`src/rtl/mem_port_arbiter_if.sv`:
```
// Bundle of the imem, dmem and unified memory-port signals seen by the arbiter.
// The slave view belongs to the arbiter; the master view belongs to its environment.
interface mem_port_arbiter_if;
   logic [31:0] imem_addr;
   logic [3:0]  imem_rmask;
   logic [31:0] imem_rdata;
   logic        imem_resp;

   logic [31:0] dmem_addr;
   logic [3:0]  dmem_rmask;
   logic [3:0]  dmem_wmask;
   logic [31:0] dmem_wdata;
   logic [31:0] dmem_rdata;
   logic        dmem_resp;

   logic [31:0] mem_addr;
   logic [3:0]  mem_rmask;
   logic [3:0]  mem_wmask;
   logic [31:0] mem_wdata;
   logic [31:0] mem_rdata;
   logic        mem_resp;

   modport slave (
      input  imem_addr, imem_rmask,
      output imem_rdata, imem_resp,
      input  dmem_addr, dmem_rmask, dmem_wmask, dmem_wdata,
      output dmem_rdata, dmem_resp,
      output mem_addr, mem_rmask, mem_wmask, mem_wdata,
      input  mem_rdata, mem_resp
   );

   modport master (
      output imem_addr, imem_rmask,
      input  imem_rdata, imem_resp,
      output dmem_addr, dmem_rmask, dmem_wmask, dmem_wdata,
      input  dmem_rdata, dmem_resp,
      input  mem_addr, mem_rmask, mem_wmask, mem_wdata,
      output mem_rdata, mem_resp
   );
endinterface

```
`src/rtl/mem_port_arbiter.sv`:
```
// Shares one memory port between fetch (imem) and MEM-stage (dmem) requesters,
// with one pending slot per side and a single outstanding downstream transaction.
module mem_port_arbiter #(
   parameter bit DMEM_PRIO = 1'b1
) (
   input logic              clk,
   input logic              rst,
   mem_port_arbiter_if.slave bus
);
   localparam logic [1:0] IDLE   = 2'd0;
   localparam logic [1:0] BUSY_I = 2'd1;
   localparam logic [1:0] BUSY_D = 2'd2;

   logic [1:0]  state;

   logic        i_pend_v;
   logic [31:0] i_pend_addr;
   logic [3:0]  i_pend_rmask;
   logic        d_pend_v;
   logic [31:0] d_pend_addr;
   logic [31:0] d_pend_wdata;
   logic [3:0]  d_pend_rmask;
   logic [3:0]  d_pend_wmask;

   logic [31:0] mem_addr_q, mem_wdata_q, imem_rdata_q, dmem_rdata_q;
   logic [3:0]  mem_rmask_q, mem_wmask_q;
   logic        imem_resp_q, dmem_resp_q;

   logic        i_new, d_new, i_cand, d_cand, issue_ok, pick_i, pick_d;
   logic [31:0] i_addr_sel, d_addr_sel, d_wdata_sel;
   logic [3:0]  i_rmask_sel, d_rmask_sel, d_wmask_sel;

   // A side with a request pending or in flight ignores further requests until its resp.
   assign i_new = (bus.imem_rmask != 4'h0) && !i_pend_v && (state != BUSY_I);
   assign d_new = ((bus.dmem_rmask | bus.dmem_wmask) != 4'h0) && !d_pend_v && (state != BUSY_D);

   assign i_cand   = (i_pend_v || i_new) && (state != BUSY_I);
   assign d_cand   = (d_pend_v || d_new) && (state != BUSY_D);
   assign issue_ok = (state == IDLE) || bus.mem_resp;
   assign pick_d   = issue_ok && d_cand && (DMEM_PRIO || !i_cand);
   assign pick_i   = issue_ok && i_cand && !pick_d;

   assign i_addr_sel  = i_pend_v ? i_pend_addr  : bus.imem_addr;
   assign i_rmask_sel = i_pend_v ? i_pend_rmask : bus.imem_rmask;
   assign d_addr_sel  = d_pend_v ? d_pend_addr  : bus.dmem_addr;
   assign d_wdata_sel = d_pend_v ? d_pend_wdata : bus.dmem_wdata;
   assign d_rmask_sel = d_pend_v ? d_pend_rmask : bus.dmem_rmask;
   assign d_wmask_sel = d_pend_v ? d_pend_wmask : bus.dmem_wmask;

   always_ff @(posedge clk) begin
      if (rst) begin
         state        <= IDLE;
         i_pend_v     <= 1'b0;
         d_pend_v     <= 1'b0;
         mem_addr_q   <= 32'h0;
         mem_wdata_q  <= 32'h0;
         mem_rmask_q  <= 4'h0;
         mem_wmask_q  <= 4'h0;
         imem_rdata_q <= 32'h0;
         dmem_rdata_q <= 32'h0;
         imem_resp_q  <= 1'b0;
         dmem_resp_q  <= 1'b0;
      end else begin
         mem_rmask_q <= 4'h0;
         mem_wmask_q <= 4'h0;
         imem_resp_q <= 1'b0;
         dmem_resp_q <= 1'b0;

         if (bus.mem_resp && (state == BUSY_I)) begin
            imem_resp_q  <= 1'b1;
            imem_rdata_q <= bus.mem_rdata;
         end
         if (bus.mem_resp && (state == BUSY_D)) begin
            dmem_resp_q  <= 1'b1;
            dmem_rdata_q <= bus.mem_rdata;
         end

         if (pick_i) begin
            mem_addr_q  <= i_addr_sel;
            mem_rmask_q <= i_rmask_sel;
            state       <= BUSY_I;
            i_pend_v    <= 1'b0;
         end else if (pick_d) begin
            mem_addr_q  <= d_addr_sel;
            mem_wdata_q <= d_wdata_sel;
            // A write mask makes it a write even when a read mask rides along.
            if (d_wmask_sel != 4'h0) mem_wmask_q <= d_wmask_sel;
            else                     mem_rmask_q <= d_rmask_sel;
            state       <= BUSY_D;
            d_pend_v    <= 1'b0;
         end else if ((state != IDLE) && bus.mem_resp) begin
            state <= IDLE;
         end

         if (i_new && !pick_i) i_pend_v <= 1'b1;
         if (d_new && !pick_d) d_pend_v <= 1'b1;
      end
   end

   // Slot payloads need no reset; they are qualified by the valid bits above.
   always_ff @(posedge clk) begin
      if (i_new && !pick_i) begin
         i_pend_addr  <= bus.imem_addr;
         i_pend_rmask <= bus.imem_rmask;
      end
      if (d_new && !pick_d) begin
         d_pend_addr  <= bus.dmem_addr;
         d_pend_wdata <= bus.dmem_wdata;
         d_pend_rmask <= bus.dmem_rmask;
         d_pend_wmask <= bus.dmem_wmask;
      end
   end

   assign bus.mem_addr   = mem_addr_q;
   assign bus.mem_wdata  = mem_wdata_q;
   assign bus.mem_rmask  = mem_rmask_q;
   assign bus.mem_wmask  = mem_wmask_q;
   assign bus.imem_rdata = imem_rdata_q;
   assign bus.imem_resp  = imem_resp_q;
   assign bus.dmem_rdata = dmem_rdata_q;
   assign bus.dmem_resp  = dmem_resp_q;
endmodule

```
`src/flat_wrapper.sv`:
```
// flat-port wrapper written by rule: the top's interface ports become plain ports
module mem_port_arbiter_flat 
#(
   parameter bit DMEM_PRIO = 1'b1
)
  (clk, rst, bus_imem_addr, bus_imem_rmask, bus_imem_rdata, bus_imem_resp, bus_dmem_addr, bus_dmem_rmask, bus_dmem_wmask, bus_dmem_wdata, bus_dmem_rdata, bus_dmem_resp, bus_mem_addr, bus_mem_rmask, bus_mem_wmask, bus_mem_wdata, bus_mem_rdata, bus_mem_resp);
  mem_port_arbiter_if bus_i ();
  input logic clk;
  input logic rst;
  input wire logic [$bits(bus_i.imem_addr)-1:0] bus_imem_addr;
  input wire logic [$bits(bus_i.imem_rmask)-1:0] bus_imem_rmask;
  output wire logic [$bits(bus_i.imem_rdata)-1:0] bus_imem_rdata;
  output wire logic [$bits(bus_i.imem_resp)-1:0] bus_imem_resp;
  input wire logic [$bits(bus_i.dmem_addr)-1:0] bus_dmem_addr;
  input wire logic [$bits(bus_i.dmem_rmask)-1:0] bus_dmem_rmask;
  input wire logic [$bits(bus_i.dmem_wmask)-1:0] bus_dmem_wmask;
  input wire logic [$bits(bus_i.dmem_wdata)-1:0] bus_dmem_wdata;
  output wire logic [$bits(bus_i.dmem_rdata)-1:0] bus_dmem_rdata;
  output wire logic [$bits(bus_i.dmem_resp)-1:0] bus_dmem_resp;
  output wire logic [$bits(bus_i.mem_addr)-1:0] bus_mem_addr;
  output wire logic [$bits(bus_i.mem_rmask)-1:0] bus_mem_rmask;
  output wire logic [$bits(bus_i.mem_wmask)-1:0] bus_mem_wmask;
  output wire logic [$bits(bus_i.mem_wdata)-1:0] bus_mem_wdata;
  input wire logic [$bits(bus_i.mem_rdata)-1:0] bus_mem_rdata;
  input wire logic [$bits(bus_i.mem_resp)-1:0] bus_mem_resp;
  assign bus_i.imem_addr = bus_imem_addr;
  assign bus_i.imem_rmask = bus_imem_rmask;
  assign bus_imem_rdata = bus_i.imem_rdata;
  assign bus_imem_resp = bus_i.imem_resp;
  assign bus_i.dmem_addr = bus_dmem_addr;
  assign bus_i.dmem_rmask = bus_dmem_rmask;
  assign bus_i.dmem_wmask = bus_dmem_wmask;
  assign bus_i.dmem_wdata = bus_dmem_wdata;
  assign bus_dmem_rdata = bus_i.dmem_rdata;
  assign bus_dmem_resp = bus_i.dmem_resp;
  assign bus_mem_addr = bus_i.mem_addr;
  assign bus_mem_rmask = bus_i.mem_rmask;
  assign bus_mem_wmask = bus_i.mem_wmask;
  assign bus_mem_wdata = bus_i.mem_wdata;
  assign bus_i.mem_rdata = bus_mem_rdata;
  assign bus_i.mem_resp = bus_mem_resp;
  mem_port_arbiter #(.DMEM_PRIO(DMEM_PRIO)) u_core (.clk(clk), .rst(rst), .bus(bus_i));
endmodule
```
`config.mk`:
```
export PLATFORM = sky130hd
export DESIGN_NAME = mem_port_arbiter_flat
export DESIGN_NICKNAME = d
export VERILOG_FILES = /design/src/rtl/mem_port_arbiter_if.sv /design/src/rtl/mem_port_arbiter.sv /design/src/flat_wrapper.sv
export SDC_FILE = /design/constraint.sdc
export NUM_CORES = 1
export LEC_CHECK = 0
export BUFFER_PORTS_ARGS = -buffer_cell sky130_fd_sc_hd__buf_2
export CORE_UTILIZATION = 52
export DETAILED_ROUTE_END_ITERATION = 6
export PLACE_DENSITY = 0.91
export SLEW_MARGIN = 0
export SYNTH_ARGS = -nofsm -noshare
export SYNTH_HDL_FRONTEND = slang
export SYNTH_SLANG_ARGS = --single-unit
```
`constraint.sdc`:
```
create_clock -name clk -period 9.5 [get_ports clk]
set_clock_uncertainty 0.05 [all_clocks]
set_input_delay 0.95 -clock clk [delete_from_list [all_inputs] [get_ports clk]]
set_output_delay 0.95 -clock clk [all_outputs]
set_load 0.02 [all_outputs]
```
==> results.env, run 1 <==
RSZ0062_AT_GRT='no'
WORST-ENDPOINT-REQUIRED_NS=9.59
STARTPOINT_TYPE='input pin'
CLKSLEWWORSTSETUPHOLDPATHS_NS=0.06
WORST_EP_ARRIVAL_TIME_NS=3.65
DIEAREA_MM2=0.0197
WORST_R2R_PATH_DEPTH=4
FINAL.PERIOD_UTILIZATION_PCT=37.4
DRTANTENNAVIOLNETS=0
GRT_OVERFLOW=0
WORST_IR_DROP_VDD_mV=0.191
FINAL_COMMON_CELL='sky130_fd_sc_hd__buf_2'
GLOBALROUTETOTALUTIL_PCT=26.6
POSTSYNTHNETCOUNT=1053
HOLD-WORST-SLACK_NS=0.400
POWER_DENSITY_mW_PER_MM2=324
GRT_PASS1_VIAS=8309
TRITONCTS_CLOCK_TREE='yes'
FINALSETUPVIOLCOUNT=0
SYNTH_SEQ_AREA_SHARE_PCT=61.0
ROUTEDWLPERCELL_UM=18.8
PLACE.GP.CONGESTION=0.831
NUM-NETS-FINAL=1299
SYN_AREA_PER_CELL_UM2=11.0
LAYOUT_MIN_CYCLE_TIME_NS=3.56
SYNTHTOLAYOUTAREAGROWTH_PCT=23.5
DRC_VIOLATION_COUNT_AFTER_ROUTING=0
DETAIL_PLACEMENT_HPWL_MM=17.2
SEQ_AREA_MM2=0.00609
NUMCLOCKSINKS=250
REG2REG_SETUP_SLACK_NS=6.50
TIMING.RR.START='u_core.state[1]'
STATUS='complete, no violations'
NETLIST_INSTANCES=910
ITERATION_COUNT_OF_THE_INITIAL_DETAILED_ROUTING_PASS=5
HOLD_CLASS='flip-flop to flip-flop'
R2R_PATH_END='u_core.i_pend_addr[30]'
CLK-INSERTION-DELAY-LATE_NS=0.53
DETAILROUTE.VIA_COUNT=8314
RELSLEWSLACK_PCT=15.2
NUMBER_OF_HOLD_BUFFERS_ADDED_AFTER_CTS=0
CRITICAL_PATH.CELL_CHAIN='buf_2, nor4_1, a31oi_4, or3_1, and3_2'
CRITICAL_PATH.MAX_STAGE_DELAY_NS=0.80
WORST_SETUP_PATH_STARTPOINT='bus_dmem_wmask[2]'
CAP_VIOLATIONS=0
CTS_BUFFERS=26
POST_CTS.REPAIR.SETUP_BUFFERS=0
CRITICAL_PATH.MAX_FANOUT=36
CRIT_PATH_END_KIND='flip-flop'
FILLCELLCOUNT=1411
WIRELENGTH_MM=26.6
CHIPHEIGHT_UM=140
WHS_PATH_DEPTH=2
PIN_COUNT=281
FP.COREAREA_MM2=0.0188
CELLLEAKAGEPOWER_nW=4.77
SETUP-TNS-FINAL_NS=0
CLOCK_TREE.BUFFER_DEPTH=3
YOSYSWARNINGS=0
MOST-COMMON-LAYOUT-CELLS='sky130_fd_sc_hd__buf_2 (279), sky130_fd_sc_hd__dfxtp_1 (140), sky130_fd_sc_hd__nand2_1 (135)'
GRT_START_MAX_NET_PINS=78
ROW_COUNT=50
FINAL_MAX_SLEW_VIOL_COUNT=0
BUFFER_PORTS.INSERTED=280
ROUTE.DETAILED.VIAS_PER_INST=5.89
SYNTH_ASYNC_SR_FLOP_SHARE_PCT=0
DRT_ITER0_DRC=605
TIMING_WORST_SLEW_PIN_VALUE_NS=1.27
CTSROOTBUFFERMASTER='sky130_fd_sc_hd__clkbuf_16'
MULTI_INPUT_LOGIC_AREA_MM2=0.00359
FRACTION_OF_LAYOUT_INSTANCES_USING_A_DRIVE_STRENGTH_ABOVE_1_PCT=31.9
INITIAL_CORE_UTIL_PCT=53.1
MAXCLOCKFREQUENCY_MHz=281
STARTPOINT_OF_THE_LOWEST_SLACK_HOLD_PATH='u_core.bus.dmem_rdata[31]'
HTREE_LEVELS=1
REPORT.FINAL.HOLD_VIOL_COUNT=0
MIN_DELAY_WORST_ENDPOINT='u_core.bus.dmem_rdata[31]'
POST_CTS.RESIZED_INSTANCES=0
SUMMED_INSTANCE_AREA_OF_THE_SYNTHESIZED_NETLIST_MM2=0.00997
GLOBAL_ROUTE_WIRE_LENGTH_BEFORE_REPAIR_MM=41.7
SYNTH.FF_LATCH_COUNT=250
WORSTSETUPPATHTYPE='input pin to flip-flop'
DOMINANTREGCELLSYNTH='sky130_fd_sc_hd__dfxtp_1'
SYNTH_CELL_TYPE_COUNT=34
INITIAL_ANTENNA_VIOLATION_COUNT=2
COUNT_OF_FLIP_FLOPS_WITH_A_BUILT_IN_ENABLE_AFTER_SYNTHESIS=108
TIMING.CRITICAL_PATH.SLOWEST_STAGE_CELL='sky130_fd_sc_hd__nor4_1'
DIE_WIDTH_UM=140
==> report_power, final <==
part / internal, mW / switching [mW] / total, mW
logic: 0.473 / 1.01 / 1.48
registers: 1.42 / 0.120 / 1.54
clock network: 0.564 / 0.405 / 0.969
==> worst max-delay path by stage <==
stage                                         to
after floorplan            u_core.d_pend_addr[0]
after global placement    u_core.i_pend_addr[22]
after detailed placement  u_core.i_pend_addr[30]
after CTS                 u_core.i_pend_addr[17]
after global routing      u_core.i_pend_addr[30]
final                     u_core.i_pend_addr[30]
==> state kept, by name, indices dropped and copies added (netlist names), 32 cells and up <==
signal / flops
u_core.bus.dmem_rdata: 32
u_core.bus.mem_addr: 32
u_core.bus.mem_wdata: 32
u_core.d_pend_addr: 32
u_core.i_pend_addr: 32
u_core.bus.imem_rdata: 32
u_core.d_pend_wdata: 32
==> area by class of cell <==
class                           instances  area share [%]
Timing Repair Buffer                  293            12.2
Clock inverter                          8           0.406
Tap cell                              234            2.38
Inverter                                4           0.122
Clock buffer                           40            6.30
Sequential cell                       250            49.5
Antenna cell                            1          0.0203
Multi-Input combinational cell        581            29.1
==> per-stage QoR <==
step	power (mW)	std cells	area (um2)	util [%]	worst slack (ns)
after global routing	4.19	1411	12300	65.6	5.90
after global placement	2.97	1362	11500	61.2	5.47
after floorplan	2.60	910	9970	-	2.51
after CTS	4.01	1410	12300	65.6	5.99
after detailed placement	3.04	1362	11500	61.2	5.45
final	3.99	1411	12300	65.6	5.94
==> critical path: cells and delay by family <==
| family | cells | cell delay (ns) |
|---|---|---|
| AOI/OAI and AO/OA | 1 | 0.56 |
| buffers and inverters | 1 | 0.13 |
| and+or+nand+nor | 3 | 1.95 |
==> metal layers <==
| metal | GRT usage, % | vias to the layer above | routed length [um] |
|---|---|---|---|
| met5 | 0 | - | 12 |
| met4 | 12.5 | 2 | 1130 |
| met3 | 6.63 | 89 | 2510 |
| met2 | 45.4 | 476 | 12800 |
| met1 | 31.6 | 3890 | 10100 |
| li1 | - | 3857 | - |
==> cells in the mapped netlist, types with 2 or more instances <==
cell type / count / area share, %
sky130_fd_sc_hd__a211oi_1: 35 / 2.6
sky130_fd_sc_hd__buf_2: 9 / 0.45
sky130_fd_sc_hd__o32ai_1: 36 / 3.2
sky130_fd_sc_hd__o221ai_1: 32 / 2.8
sky130_fd_sc_hd__clkbuf_1: 60 / 2.3
sky130_fd_sc_hd__inv_1: 4 / 0.15
sky130_fd_sc_hd__o211ai_1: 2 / 0.15
sky130_fd_sc_hd__edfxtp_1: 108 / 33
sky130_fd_sc_hd__a21oi_1: 67 / 3.4
sky130_fd_sc_hd__or2_2: 2 / 0.13
sky130_fd_sc_hd__and2_1: 3 / 0.19
sky130_fd_sc_hd__buf_6: 5 / 0.56
sky130_fd_sc_hd__nor2_1: 72 / 2.7
sky130_fd_sc_hd__or4_1: 2 / 0.15
sky130_fd_sc_hd__mux2i_1: 44 / 4.4
sky130_fd_sc_hd__nor3_1: 40 / 2.0
sky130_fd_sc_hd__nor4_1: 2 / 0.13
sky130_fd_sc_hd__nor2b_1: 34 / 2.1
sky130_fd_sc_hd__a211oi_2: 30 / 3.8
sky130_fd_sc_hd__o21ai_0: 34 / 1.7
sky130_fd_sc_hd__nand2_1: 135 / 5.1
sky130_fd_sc_hd__dfxtp_1: 142 / 29
==> kinds of logic after synthesis <==
logic type | count (synthesis) | share of synthesized area, %
flops | 250 | 61.0
buf+inv | 79 | 3.46
simple gates | 296 | 13.0
compound gates | 241 | 18.1
mux | 44 | 4.42
Power figures use the tool's default switching activity.
==> run 2, diff against run 1 <==
--- a/config.mk
+++ b/config.mk
@@ -6,9 +6,9 @@
 export NUM_CORES = 1
 export LEC_CHECK = 0
 export BUFFER_PORTS_ARGS = -buffer_cell sky130_fd_sc_hd__buf_2
-export CORE_UTILIZATION = 52
+export CORE_UTILIZATION = 47
 export DETAILED_ROUTE_END_ITERATION = 6
-export PLACE_DENSITY = 0.91
+export PLACE_DENSITY = 0.87
 export SLEW_MARGIN = 0
 export SYNTH_ARGS = -nofsm -noshare
 export SYNTH_HDL_FRONTEND = slang
==> constraint.sdc (replaced) <==
create_clock -name clk -period 2.95 [get_ports clk]
set_clock_uncertainty 0.05 [all_clocks]
set_input_delay 0.295 -clock clk [delete_from_list [all_inputs] [get_ports clk]]
set_output_delay 0.295 -clock clk [all_outputs]
set_load 0.02 [all_outputs]
==> results.env, run 2 (synthesis results as in run 1) <==
CTS_BUFFERS=27  # was 26
PLACED_AREA_MM2=0.0117  # was 0.0115 mm2
CTSROOTBUFFERMASTER='sky130_fd_sc_hd__clkbuf_16'  # unchanged
FILLCELLCOUNT=1367  # was 1411
PRE_CTS_WS_NS=0.574  # was 5.45 ns
DRTANTENNAVIOLNETS=0  # unchanged
INITIAL_ANTENNA_VIOLATION_COUNT=1  # was 2
ITERATION_COUNT_OF_THE_INITIAL_DETAILED_ROUTING_PASS=6  # was 5
TRITONCTS_CLOCK_TREE='yes'  # unchanged
GRT_PASS1_VIAS=9479  # was 8309
NUM-NETS-FINAL=1451  # was 1299
GROUTE.LAYER.MET3.USAGE_PCT=6.45  # was 6.63%
FRACTION_OF_LAYOUT_INSTANCES_USING_A_DRIVE_STRENGTH_ABOVE_1_PCT=28.9  # was 31.9%
PLACED_CELLS=1409  # was 1362
FINALSETUPVIOLCOUNT=0  # unchanged
CRITICAL_PATH.MAX_FANOUT=30  # was 36
ROUTEDWLPERCELL_UM=19.8  # was 18.8 um
FINALINSTANCEAREA_MM2=0.0139  # was 0.0123 mm2
FP.COREAREA_MM2=0.0205  # was 0.0188 mm2
PLACE.GP.CONGESTION=0.820  # was 0.831
CRIT_PATH_END_KIND='flip-flop'  # unchanged
POWER_DENSITY_mW_PER_MM2=966  # was 324 mW/mm2
DETAIL_PLACEMENT_HPWL_MM=17.4  # was 17.2 mm
WHS_PATH_DEPTH=4  # was 2
FIN_UTIL_PCT=67.9  # was 65.6%
MAXCLOCKFREQUENCY_MHz=410
HOLD_CLASS='input pin to flip-flop'  # was flip-flop to flip-flop
SYNTHTOLAYOUTAREAGROWTH_PCT=39.5  # was 23.5%
GRT_OVERFLOW=0  # unchanged
LAYOUT_MIN_CYCLE_TIME_NS=2.44
RSZ0062_AT_GRT='no'  # unchanged
REPORT.FINAL.HOLD_VIOL_COUNT=0  # unchanged
CHIPHEIGHT_UM=148  # was 140 um
CLK-INSERTION-DELAY-LATE_NS=0.53  # about the same
STATUS='complete, no violations'  # unchanged
CRITICAL_PATH.MAX_STAGE_DELAY_NS=0.78  # was 0.80 ns
PIN_COUNT=281  # unchanged
TIMING_WORST_SLEW_PIN_VALUE_NS=1.15  # was 1.27 ns
WIRELENGTH_MM=31.6  # was 26.6 mm
CLKSLEWWORSTSETUPHOLDPATHS_NS=0.06  # about the same
WORSTSETUPPATHTYPE='flip-flop to flip-flop'  # was input pin to flip-flop
CELLLEAKAGEPOWER_nW=5.43  # was 4.77 nW
CAP_VIOLATIONS=0  # unchanged
WORST-ENDPOINT-REQUIRED_NS=3.29  # was 9.59 ns
HTREE_LEVELS=1  # unchanged
TIMING.FINAL.WS_SETUP_NS=0.509  # was 5.94 ns
FINAL_MAX_SLEW_VIOL_COUNT=0  # unchanged
STARTPOINT_TYPE='flip-flop'  # was input pin
ROUTE.DETAILED.VIAS_PER_INST=5.78  # was 5.89
TIMING.CRITICAL_PATH.SLOWEST_STAGE_CELL='sky130_fd_sc_hd__nand2_1'  # was sky130_fd_sc_hd__nor4_1
FINAL.PERIOD_UTILIZATION_PCT=82.7
GLOBAL_ROUTE_WIRE_LENGTH_BEFORE_REPAIR_MM=49.4  # was 41.7 mm
INITIAL_CORE_UTIL_PCT=48.7  # was 53.1%
GLOBAL_ROUTE.USAGE.MET2_PCT=49.2  # was 45.4%
ROW_COUNT=52  # was 50
DETAILROUTE.VIA_COUNT=9255  # was 8314
WORST_R2R_PATH_DEPTH=4  # unchanged
CRITICAL_PATH.CELL_CHAIN='nand2_1, buf_4, o221ai_1, o32ai_1'  # was buf_2, nor4_1, a31oi_4, or3_1, and3_2
WORST_EP_ARRIVAL_TIME_NS=2.78  # was 3.65 ns
CLOCK_TREE.BUFFER_DEPTH=3  # unchanged
DRT_ITER0_DRC=671  # was 605
RELSLEWSLACK_PCT=23.3  # was 15.2%
DRC_VIOLATION_COUNT_AFTER_ROUTING=0  # unchanged
GRT_START_MAX_NET_PINS=74  # was 78
NUMCLOCKSINKS=250  # unchanged
GLOBALROUTEMET1UTIL_PCT=33.2  # was 31.6%
MOST-COMMON-LAYOUT-CELLS='sky130_fd_sc_hd__buf_2 (279), sky130_fd_sc_hd__dlygate4sd3_1 (140), sky130_fd_sc_hd__dfxtp_1 (140)'  # was sky130_fd_sc_hd__buf_2 (279), sky130_fd_sc_hd__dfxtp_1 (140), sky130_fd_sc_hd__nand2_1 (135)
GRT-BUSIEST-LAYER='met2'  # unchanged
FINAL_COMMON_CELL='sky130_fd_sc_hd__buf_2'  # unchanged
FIN_CELLS=1600  # was 1411
DIEAREA_MM2=0.0218  # was 0.0197 mm2
GLOBALROUTETOTALUTIL_PCT=28.3  # was 26.6%
BUFFER_PORTS.INSERTED=280  # unchanged
WORST_IR_DROP_VDD_mV=0.547  # was 0.191 mV
DIE_WIDTH_UM=148  # was 140 um
[run 2: metrics by stage]
stage	setup TNS [ns]	power, mW	hold WS, ns
floorplan	-6.03	8.40	0.344
global placement	0	9.72	0.388
detailed placement	0	9.88	0.394
CTS	0	13.3	0.181
global route	0	14.1	0.275
finish	0	13.4	0.190
[run 2: path summary, 6_finish.rpt]
path                            slack [ns]                        end                      start
worst max-delay path                  0.51    u_core.bus.mem_addr[30]            u_core.d_pend_v
worst min-delay path                  0.19            u_core.state[1]               bus_mem_resp
worst max register to register        0.51    u_core.bus.mem_addr[30]            u_core.d_pend_v
worst min register to register        0.40  u_core.bus.imem_rdata[27]  u_core.bus.imem_rdata[27]
[run 2: cell type report]
type	count	area [um2]	area share (%)
repair buffers	444	3020	21.7
flip-flops and latches	250	6090	43.8
multi-input cells	581	3590	25.8
well taps	270	338	2.43
clock inverters	8	91.3	0.656
inverters	4	15.0	0.108
clock buffers	42	762	5.48
diodes	1	2.50	0.0180
[run 2: critical path, delay by kind of cell (launching register included)]
family / cells / cell delay [ns]
and+or+nand+nor: 1 / 0.78
buffers and inverters: 1 / 0.45
DFF: 1 / 0.62
AOI/OAI and AO/OA: 2 / 0.40
[run 2: per-layer routing]
metal,wire length (um),up-vias
met3,3140,133
li1,-,4162
met4,1430,0
met2,15500,625
met5,0,-
met1,11500,4335
[run 2: what timing repair did]
item | 4_1_cts | 5_1_grt
hold buffers | 140 | 0
setup buffers | 0 | 0
resized for setup | 0 | 0
endpoints found under the hold margin | 168 | 0
[run 2: report_power, final]
part           switching, mW  internal [mW]
Combinational           3.34           1.74
Sequential             0.497           4.57
Clock                   1.34           1.94
Total                   5.18           8.26
==> run 3, diff against run 2 <==
--- a/config.mk
+++ b/config.mk
@@ -5,10 +5,11 @@
 export SDC_FILE = /design/constraint.sdc
 export NUM_CORES = 1
 export LEC_CHECK = 0
+export ABC_AREA = 1
 export BUFFER_PORTS_ARGS = -buffer_cell sky130_fd_sc_hd__buf_2
-export CORE_UTILIZATION = 47
+export CORE_UTILIZATION = 52
 export DETAILED_ROUTE_END_ITERATION = 6
-export PLACE_DENSITY = 0.87
+export PLACE_DENSITY = 0.9
 export SLEW_MARGIN = 0
 export SYNTH_ARGS = -nofsm -noshare
 export SYNTH_HDL_FRONTEND = slang
==> constraint.sdc (replaced) <==
create_clock -name clk -period 2.3 [get_ports clk]
set_clock_uncertainty 0.05 [all_clocks]
set_input_delay 0.23 -clock clk [delete_from_list [all_inputs] [get_ports clk]]
set_output_delay 0.23 -clock clk [all_outputs]
set_load 0.02 [all_outputs]
==> results.env, run 3 <==
MOST-COMMON-LAYOUT-CELLS='sky130_fd_sc_hd__nand2_1 (362), sky130_fd_sc_hd__buf_2 (280), sky130_fd_sc_hd__nor2_1 (157)'  # was sky130_fd_sc_hd__buf_2 (279), sky130_fd_sc_hd__dlygate4sd3_1 (140), sky130_fd_sc_hd__dfxtp_1 (140)
CRIT_PATH_END_KIND='flip-flop'  # unchanged
GLOBALROUTETOTALUTIL_PCT=31.9  # was 28.3%
NUMCLOCKSINKS=250  # unchanged
SYNTH_ASYNC_SR_FLOP_SHARE_PCT=0  # unchanged
INITIAL_CORE_UTIL_PCT=53.8  # was 48.7%
HTREE_LEVELS=1  # unchanged
YOSYSTOPAREACELL='sky130_fd_sc_hd__edfxtp_1'  # unchanged
DRTANTENNAVIOLNETS=0  # unchanged
TIMING_WORST_SLEW_PIN_VALUE_NS=0.727  # was 1.15 ns
CTS_BUFFERS=26  # was 27
DETAILROUTE.VIA_COUNT=9867  # was 9255
WIRELENGTH_MM=32.6  # was 31.6 mm
SYNTH_SIMPLE_GATE_AREA_SHARE_PCT=25.1  # was 13.0%
CLKSLEWWORSTSETUPHOLDPATHS_NS=0.06  # about the same
LAYOUT_MIN_CYCLE_TIME_NS=2.06  # was 2.44 ns
STARTPOINT_TYPE='flip-flop'  # unchanged
HOLD_CLASS='input pin to flip-flop'  # unchanged
NUM-NETS-FINAL=1698  # was 1451
INITIAL_ANTENNA_VIOLATION_COUNT=0  # was 1
SYNTH_XOR_AREA_SHARE_PCT=0  # unchanged
FINAL_MAX_SLEW_VIOL_COUNT=0  # unchanged
CRITICAL_PATH.MAX_FANOUT=66  # was 30
SYNTH_LARGEST_TYPE_AREA_FRACTION_PCT=31.7  # was 32.5%
SYNTH_SEQ_AREA_SHARE_PCT=59.5  # was 61.0%
CHIPHEIGHT_UM=142  # was 148 um
DIEAREA_MM2=0.0202  # was 0.0218 mm2
RSZ0062_AT_GRT='no'  # unchanged
TIMING.CRITICAL_PATH.SLOWEST_STAGE_CELL='sky130_fd_sc_hd__dfxtp_1'  # was sky130_fd_sc_hd__nand2_1
WORSTSETUPPATHTYPE='flip-flop to flip-flop'  # unchanged
FILLCELLCOUNT=1181  # was 1367
YOSYSWARNINGS=0  # unchanged
NETLIST_INSTANCES=1162  # was 910
GRT_PASS1_VIAS=10100  # was 9479
WORST_EP_ARRIVAL_TIME_NS=2.42  # was 2.78 ns
CLOCK_TREE.BUFFER_DEPTH=3  # unchanged
FINAL_COMMON_CELL='sky130_fd_sc_hd__nand2_1'  # was sky130_fd_sc_hd__buf_2
HOLD-WORST-SLACK_NS=0.0133  # was 0.190 ns
FP.COREAREA_MM2=0.0190  # was 0.0205 mm2
CELLLEAKAGEPOWER_nW=6.49  # was 5.43 nW
HIGHEST_LAYER='met4'  # unchanged
COUNT_OF_FLIP_FLOPS_WITH_A_BUILT_IN_ENABLE_AFTER_SYNTHESIS=108  # unchanged
ROW_COUNT=50  # was 52
POSTSYNTHNETCOUNT=1305  # was 1053
SYNTH.FF_LATCH_COUNT=250  # unchanged
DRT_ITER0_DRC=752  # was 671
SYNTHADDERAREAFRAC_PCT=0  # unchanged
CRITICAL_PATH.CELL_CHAIN='inv_2, nor2_4, buf_4, o21bai_2, nand2_2, buf_12, nand2_1, nand2_1, nor2_1, nor2_1'  # was nand2_1, buf_4, o221ai_1, o32ai_1
SYNTHTOLAYOUTAREAGROWTH_PCT=38.1  # was 39.5%
POWER_DENSITY_mW_PER_MM2=1100  # was 966 mW/mm2
PLACE.GP.CONGESTION=0.809  # was 0.820
MET3_LENGTH_MM=3.18  # was 3.14 mm
CLK-INSERTION-DELAY-LATE_NS=0.52  # was 0.53 ns
PIN_COUNT=281  # unchanged
ITERATION_COUNT_OF_THE_INITIAL_DETAILED_ROUTING_PASS=5  # was 6
WL_MET1_MM=11.6  # was 11.5 mm
RELSLEWSLACK_PCT=51.6  # was 23.3%
WORST_IR_DROP_VDD_mV=0.741  # was 0.547 mV
N_ANTENNA_CELL=0  # was 1
MET2WIRELENGTH_MM=16.2  # was 15.5 mm
GRT_OVERFLOW=0  # unchanged
SYNTH_CELL_TYPE_COUNT=25  # was 34
CTSROOTBUFFERMASTER='sky130_fd_sc_hd__clkbuf_16'  # unchanged
DIE_WIDTH_UM=142  # was 148 um
SYNTH_TOP_FAMILY_BY_AREA='simple AND/OR/NAND/NOR gates'  # was compound AO/OA/AOI/OAI gates
CAP_VIOLATIONS=0  # unchanged
SYNTH.TOP_CELLS.BY_COUNT='sky130_fd_sc_hd__nand2_1 (362), sky130_fd_sc_hd__nor2_1 (157), sky130_fd_sc_hd__dfxtp_1 (142)'  # was sky130_fd_sc_hd__dfxtp_1 (142), sky130_fd_sc_hd__nand2_1 (135), sky130_fd_sc_hd__edfxtp_1 (108)
ROUTEDWLPERCELL_UM=17.8  # was 19.8 um
STATUS='complete, no violations'  # unchanged
CRITICAL_PATH.MAX_STAGE_DELAY_NS=0.36  # was 0.78 ns
FRACTION_OF_LAYOUT_INSTANCES_USING_A_DRIVE_STRENGTH_ABOVE_1_PCT=23.7  # was 28.9%
SYN_AREA_PER_CELL_UM2=8.80  # was 11.0 um2
DRC_VIOLATION_COUNT_AFTER_ROUTING=0  # unchanged
FINALSETUPVIOLCOUNT=0  # unchanged
ROUTE.DETAILED.VIAS_PER_INST=5.38  # was 5.78
GLOBAL_ROUTE_WIRE_LENGTH_BEFORE_REPAIR_MM=50.6  # was 49.4 mm
FINAL.PERIOD_UTILIZATION_PCT=89.8  # was 82.7%
SYNTH.MOST_COMMON_CELL='sky130_fd_sc_hd__nand2_1'  # was sky130_fd_sc_hd__dfxtp_1
POST_SYNTH_MUX_AREA_SHARE_PCT=3.13  # was 4.42%
REPORT.FINAL.HOLD_VIOL_COUNT=0  # unchanged
POST_CTS.RESIZED_INSTANCES=0  # unchanged
SUMMED_INSTANCE_AREA_OF_THE_SYNTHESIZED_NETLIST_MM2=0.0102  # was 0.00997 mm2
WORST-ENDPOINT-REQUIRED_NS=2.66  # was 3.29 ns
SETUP-TNS-FINAL_NS=0  # unchanged
FRACTION_OF_THE_MAPPED_NETLIST_AREA_IN_COMPOUND_GATES_PCT=7.11  # was 18.1%
MAXCLOCKFREQUENCY_MHz=484  # was 410 MHz
DETAIL_PLACEMENT_HPWL_MM=17.8  # was 17.4 mm
GRT_START_MAX_NET_PINS=73  # was 74
NETLIST_TOP_CELLS_AREA='sky130_fd_sc_hd__edfxtp_1 (32%), sky130_fd_sc_hd__dfxtp_1 (28%), sky130_fd_sc_hd__nand2_1 (13%), sky130_fd_sc_hd__nor2_1 (5.8%), sky130_fd_sc_hd__a21oi_1 (3.6%)'  # was sky130_fd_sc_hd__edfxtp_1 (33%), sky130_fd_sc_hd__dfxtp_1 (29%), sky130_fd_sc_hd__nand2_1 (5.1%), sky130_fd_sc_hd__mux2i_1 (4.4%), sky130_fd_sc_hd__a211oi_2 (3.8%)
BUFFER_PORTS.INSERTED=280  # unchanged
TRITONCTS_CLOCK_TREE='yes'  # unchanged
DOMINANTREGCELLSYNTH='sky130_fd_sc_hd__dfxtp_1'  # unchanged
==> run 3: repair_timing <==
action	4_1_cts	5_1_grt
hold buffers	140	0
hold endpoints to repair	167	0
setup buffers	0	0
==> run 3: cell families after synthesis <==
| group | Yosys count |
|---|---|
| and+or+nand+nor | 618 |
| muxes | 32 |
| DFF | 250 |
| AOI/OAI and AO/OA | 144 |
| buffers and inverters | 118 |
==> run 3: final cells by class <==
class,instances,area [um2],area share (%)
clock buffer,48,866,6.13
inverter,44,165,1.17
multi-input combinational,794,3650,25.9
sequential,250,6090,43.1
tap,260,325,2.30
timing repair buffer,439,3020,21.4
==> run 3: per-layer routing <==
layer	GRT usage, %	vias to the layer above
met5	0	-
li1	-	4559
met4	16.8	0
met3	7.77	147
met1	35.3	4556
met2	56.7	605
==> run 3: metrics by stage <==
step	power, mW	cell area [um2]	setup WS (ns)	util (%)	cells
after detailed placement	10.9	11900	0.347	62.3	1647
final	15.5	14100	0.236	74.2	1835
after global placement	10.8	11900	0.361	62.3	1647
after CTS	15.3	14100	0.316	74.2	1835
after global routing	16.2	14100	0.0436	74.2	1835
after floorplan	9.41	10300	-1.10	-	1162
==> run 3: final timing paths <==
check | start | endpoint | slack, ns | depth (start not counted)
worst max-delay path | u_core.state[1] | u_core.bus.mem_addr[16] | 0.24 | 10
worst min-delay path | bus_mem_resp | u_core.state[0] | 0.01 | 4
worst max register to register | u_core.state[1] | u_core.bus.mem_addr[16] | 0.24 | 10
worst min register to register | u_core.bus.imem_rdata[25] | u_core.bus.imem_rdata[25] | 0.40 | 2
==> run 3: worst max-delay path, delay by kind of cell (launching register included) <==
| kind | cells | cell delay (ns) |
|---|---|---|
| AOI/OAI and AO/OA | 1 | 0.26 |
| and+or+nand+nor | 6 | 0.65 |
| DFF | 1 | 0.36 |
| buffers and inverters | 3 | 0.57 |
==> run 3: power breakdown <==
| group | switching, mW | total (mW) | leakage [nW] | internal [mW] |
|---|---|---|---|---|
| Combinational | 3.49 | 5.19 | 3.90 | 1.70 |
| Sequential | 0.447 | 6.09 | 2.17 | 5.65 |
| Clock | 1.67 | 4.18 | 0.423 | 2.51 |
